--- src/rtl/uart_rx_word.sv ---
// uart_rx_word: 8N1 UART receiver that packs eight consecutive bytes into a
// 64-bit word, first byte in [63:56]. Partial words are dropped on a framing
// error, an inter-byte timeout, or an explicit rx_clr flush.
module uart_rx_word #(
  parameter int CLKS_PER_BIT = 87,
  parameter int TIMEOUT_CLKS = 1740
) (
  input  logic        clk,
  input  logic        rst,
  input  logic        rx,
  input  logic        rx_clr,
  output logic [63:0] rx_reg,
  output logic        rx_valid,
  output logic [3:0]  rx_count,
  output logic        rx_busy,
  output logic        frame_err,
  output logic        rx_timeout
);

  localparam int H      = (CLKS_PER_BIT - 1) / 2;
  localparam int CNT_W  = $clog2(CLKS_PER_BIT);
  localparam int IDLE_W = $clog2(TIMEOUT_CLKS);

  localparam logic [CNT_W-1:0]  HALF_C = CNT_W'(H);
  localparam logic [CNT_W-1:0]  LAST_C = CNT_W'(CLKS_PER_BIT - 1);
  localparam logic [IDLE_W-1:0] TO_C   = IDLE_W'(TIMEOUT_CLKS - 1);

  typedef enum logic [1:0] {IDLE, START, DATA, STOP} state_t;

  state_t             state;
  logic [CNT_W-1:0]   cnt;
  logic [2:0]         bit_idx;
  logic [7:0]         data_byte;
  logic [55:0]        word;
  logic [IDLE_W-1:0]  idle_cnt;
  logic               rx_meta;
  logic               rx_s;
  logic               stop_evt;
  logic               accept;
  logic               bad_stop;

  // Two-flop synchronizer for the asynchronous pin; idles high out of reset.
  always_ff @(posedge clk) begin
    if (rst) begin
      rx_meta <= 1'b1;
      rx_s    <= 1'b1;
    end else begin
      rx_meta <= rx;
      rx_s    <= rx_meta;
    end
  end

  assign stop_evt = (state == STOP) && (cnt == LAST_C);
  assign accept   = stop_evt && rx_s;
  assign bad_stop = stop_evt && !rx_s;
  assign rx_busy  = (state != IDLE) || (rx_count != 4'd0);

  // Bit FSM plus word assembly, flush, framing-error and timeout handling.
  always_ff @(posedge clk) begin
    if (rst) begin
      state      <= IDLE;
      cnt        <= '0;
      bit_idx    <= '0;
      word       <= '0;
      rx_reg     <= '0;
      rx_valid   <= 1'b0;
      rx_count   <= '0;
      frame_err  <= 1'b0;
      rx_timeout <= 1'b0;
      idle_cnt   <= '0;
    end else begin
      rx_valid   <= 1'b0;
      frame_err  <= 1'b0;
      rx_timeout <= 1'b0;

      case (state)
        IDLE: begin
          if (!rx_s) begin
            state <= START;
            cnt   <= '0;
          end
        end
        START: begin
          // Mid-bit recheck; a high line here means the low was a glitch.
          if (cnt == HALF_C) begin
            cnt <= '0;
            if (!rx_s) begin
              state   <= DATA;
              bit_idx <= '0;
            end else begin
              state <= IDLE;
            end
          end else begin
            cnt <= cnt + 1'b1;
          end
        end
        DATA: begin
          if (cnt == LAST_C) begin
            data_byte[bit_idx] <= rx_s;
            cnt                <= '0;
            if (bit_idx == 3'd7) state <= STOP;
            else                 bit_idx <= bit_idx + 1'b1;
          end else begin
            cnt <= cnt + 1'b1;
          end
        end
        STOP: begin
          // No cleanup state: back in IDLE right after the stop sample.
          if (cnt == LAST_C) begin
            state <= IDLE;
            cnt   <= '0;
          end else begin
            cnt <= cnt + 1'b1;
          end
        end
        default: state <= IDLE;
      endcase

      if (rx_clr) begin
        rx_count <= '0;
        word     <= '0;
        idle_cnt <= '0;
      end else if (accept) begin
        idle_cnt <= '0;
        if (rx_count == 4'd7) begin
          rx_reg   <= {word, data_byte};
          rx_valid <= 1'b1;
          rx_count <= '0;
          word     <= '0;
        end else begin
          word     <= {word[47:0], data_byte};
          rx_count <= rx_count + 4'd1;
        end
      end else if (bad_stop) begin
        frame_err <= 1'b1;
        rx_count  <= '0;
        word      <= '0;
        idle_cnt  <= '0;
      end else if ((state == IDLE) && (rx_count != 4'd0)) begin
        if (idle_cnt == TO_C) begin
          rx_timeout <= 1'b1;
          rx_count   <= '0;
          word       <= '0;
          idle_cnt   <= '0;
        end else begin
          idle_cnt <= idle_cnt + 1'b1;
        end
      end else begin
        idle_cnt <= '0;
      end
    end
  end

endmodule

--- config.mk ---
export PLATFORM = sky130hd
export DESIGN_NAME = uart_rx_word
export DESIGN_NICKNAME = d
export VERILOG_FILES = /design/src/rtl/uart_rx_word.sv
export SDC_FILE = /design/constraint.sdc
export NUM_CORES = 1
export LEC_CHECK = 0
export ABC_AREA = 1
export CAP_MARGIN = 30
export CORE_MARGIN = 5
export CORE_UTILIZATION = 55
export CTS_BUF_LIST = sky130_fd_sc_hd__clkbuf_4 sky130_fd_sc_hd__clkbuf_8
export DETAILED_ROUTE_END_ITERATION = 12
export PLACE_DENSITY = 0.85
export SYNTH_ARGS = -nofsm -noshare
export SYNTH_HDL_FRONTEND = slang
export SYNTH_SLANG_ARGS = --single-unit
--- constraint.sdc ---
create_clock -name clk -period 3.48 [get_ports clk]
set_input_delay 0.87 -clock clk [delete_from_list [all_inputs] [get_ports clk]]
set_output_delay 0.87 -clock clk [all_outputs]
set_load 0.01 [all_outputs]
==> results.ini <==
[run_status]
status = finished, final reports clean

[floorplan]
chipHeight_um = 118
pin_count = 76
dieArea_mm2 = 0.0140
num_rows = 39
core_area_mm2 = 0.0115
initial_core_util = 0.561
fp.dieW_um = 118

[synth]
synthesis.area_mm2 = 0.00643
synth-seq-cells = 160
synthesis.nets = 907
synth_cells = 896
synth_warnings = 0
avgSynthCellArea_um2 = 7.18
ys_seq_area_frac = 0.510
synth_cell_types = 29

[finish]
area_delta_synth_final_pct = 18.9
final_util = 0.667
layout_common_cells = 287 x nand2_1, 156 x nor2_1, 152 x dfxtp_1
stdcell_count = 1113
drive_gt1_frac = 0.0567
final_common_cell = nand2_1
nets = 968
n_antenna_cell = 0
largest_reg_flops = 64

[worst_hold_path]
min-delay-start = rx_meta
hold_class = flop to flop
holdPathStages = 1
min_to = rx_s

[clock_tree]
hold_buffers = 0
cts_resized = 0
post-cts-setup-buffers = 0
cts_sinks = 160
clk_pin_slew_ns = 0.08
clk_path_buf_depth = 2
htreeDepth = 4
cts_buffers = 17
cts_tree = yes
clkLatencyLatePin_ns = 0.45
cts-root-buf = clkbuf_8

[pwr]
peakVddDrop_mv = 0.273
finalPower_mw = 3.40
leakagePower_nw = 3.42
p_per_area_mw_per_mm2 = 444

[setup_path]
start_kind = flop
startpoint = rx_count[0]
r2r_end = word[38]
crit_fanout = 5
end_kind = primary output
crit_type = flop to primary output
cp.required_ns = 2.61
timing.rr.start = cnt[0]
arrival_ns = 1.75
ff2ff_setup_slack_ns = 1.20
reg2reg_depth = 12

[drt]
wirelength_mm = 13.7
drcViolationCount = 0
ant_nets = 0
first_pass_iters = 5
drt-initial-drc-count = 441
vias_per_cell = 4.88
via_count = 5431
wl_per_cell_um = 12.3

[timing]
slew_headroom = 0.614
timing.fmax_mhz = 382
setup_violations = 0
finalCritPeriodShare = 0.753
final-hold-violation-count = 0
final.setup.tns_ns = 0
rsz0062_at_grt = no
finalClockSkew_ns = 0.0119
final_max_slew_viol_count = 0
worst_slew_pin_slew_ns = 0.579
setup_ws_ns = 0.859
layout_min_cycle_time_ns = 2.62

[global_routing]
grt_start_max_net_pins = 51
grt_pass1_wl_mm = 23.4
grt_use_total = 0.199
antenna_found_initial = 0
overflow = 0
grt_pass1_vias = 4989

[flow_run]
drv_cap = 0

[placed_design]
globalplace.congestion = 0.857
io_buffers = 75
dp_hpwl_mm = 8.96
place_inst = 1081
dp_slack_ns = 0.625

==> stage by stage <==
stage	hold slack [ns]	instance area [µm²]
2_1_floorplan	0.389	6430
6_report	0.420	7650
3_5_place_dp	0.400	7220
5_1_grt	0.430	7650
4_1_cts	0.427	7650
3_3_place_gp	0.392	7220
==> cell families (layout without fill, tap and decap cells) <==
logic type / count (synthesis) / in the layout / synth area share
AO/OA/AOI/OAI: 83 / 83 / 0.0651
XOR/XNOR: 6 / 6 / 0.00817
adder cells (fa/ha/maj): 7 / 7 / 0.0136
buffers and inverters: 144 / 218 / 0.0982
flip-flops: 160 / 160 / 0.510
AND/OR/NAND/NOR: 496 / 496 / 0.305
==> report_power, final <==
part           switching [mW]  leakage [nW]  internal (mW)
sequential             0.0110          1.29           1.85
combinational          0.0623          1.91         0.0249
clock                   0.680         0.215          0.769
total                   0.753          3.42           2.64
==> cells in the mapped netlist <==
master / number / share of area
nand2_1: 288 / 0.17
nand3_1: 15 / 0.012
nor2_2: 2 / 0.0019
clkbuf_1: 20 / 0.012
xor2_1: 5 / 0.0068
nand2_2: 1 / 0.00097
buf_6: 10 / 0.017
xnor2_1: 1 / 0.0014
inv_1: 97 / 0.057
buf_2: 10 / 0.0078
inv_2: 6 / 0.0035
a31oi_1: 1 / 0.00097
ha_1: 7 / 0.014
nand3_2: 2 / 0.0031
edfxtp_1: 8 / 0.037
nor3b_1: 2 / 0.0023
or2_2: 2 / 0.0019
a21oi_1: 73 / 0.057
o21ai_0: 7 / 0.0054
nand4_1: 3 / 0.0029
buf_4: 1 / 0.0012
dfxtp_1: 152 / 0.47
and3_1: 1 / 0.00097
nor2_1: 157 / 0.092
nand3b_1: 3 / 0.0035
o21ai_1: 1 / 0.00078
o21a_1: 1 / 0.0012
and2_1: 1 / 0.00097
nor3_1: 19 / 0.015
==> area by class of cell <==
| cell class | instances | area, µm² |
|---|---|---|
| Multi-Input combinational cell | 592 | 2530 |
| Tap cell | 143 | 179 |
| Clock inverter | 12 | 159 |
| Timing Repair Buffer | 83 | 836 |
| Inverter | 103 | 387 |
| Fill cell | 953 | 3810 |
| Sequential cell | 160 | 3280 |
| Clock buffer | 20 | 275 |
==> layer usage <==
layer | wire [µm] | global-route usage
met1 | 6450 | 0.264
met2 | 6380 | 0.321
met3 | 630 | 0.0444
met4 | 217 | 0.0703
met5 | 0 | 0
==> worst max path at each step <==
stage	to	slack, ns	cells after the start
2_1_floorplan	data_byte[0]	1.63	4
3_3_place_gp	bit_idx[0]	0.68	5
3_5_place_dp	bit_idx[0]	0.63	5
4_1_cts	rx_busy	0.83	4
5_1_grt	rx_busy	0.74	4
6_report	rx_busy	0.86	4
==> critical path, stage by stage, from the launching register on <==
cell and delay (ns):
dfxtp_1 0.40, inv_1 0.08, ha_1 0.21, nand4_1 0.09, clkdlybuf4s50_1 0.54
(Power assumes the default switching activity.)
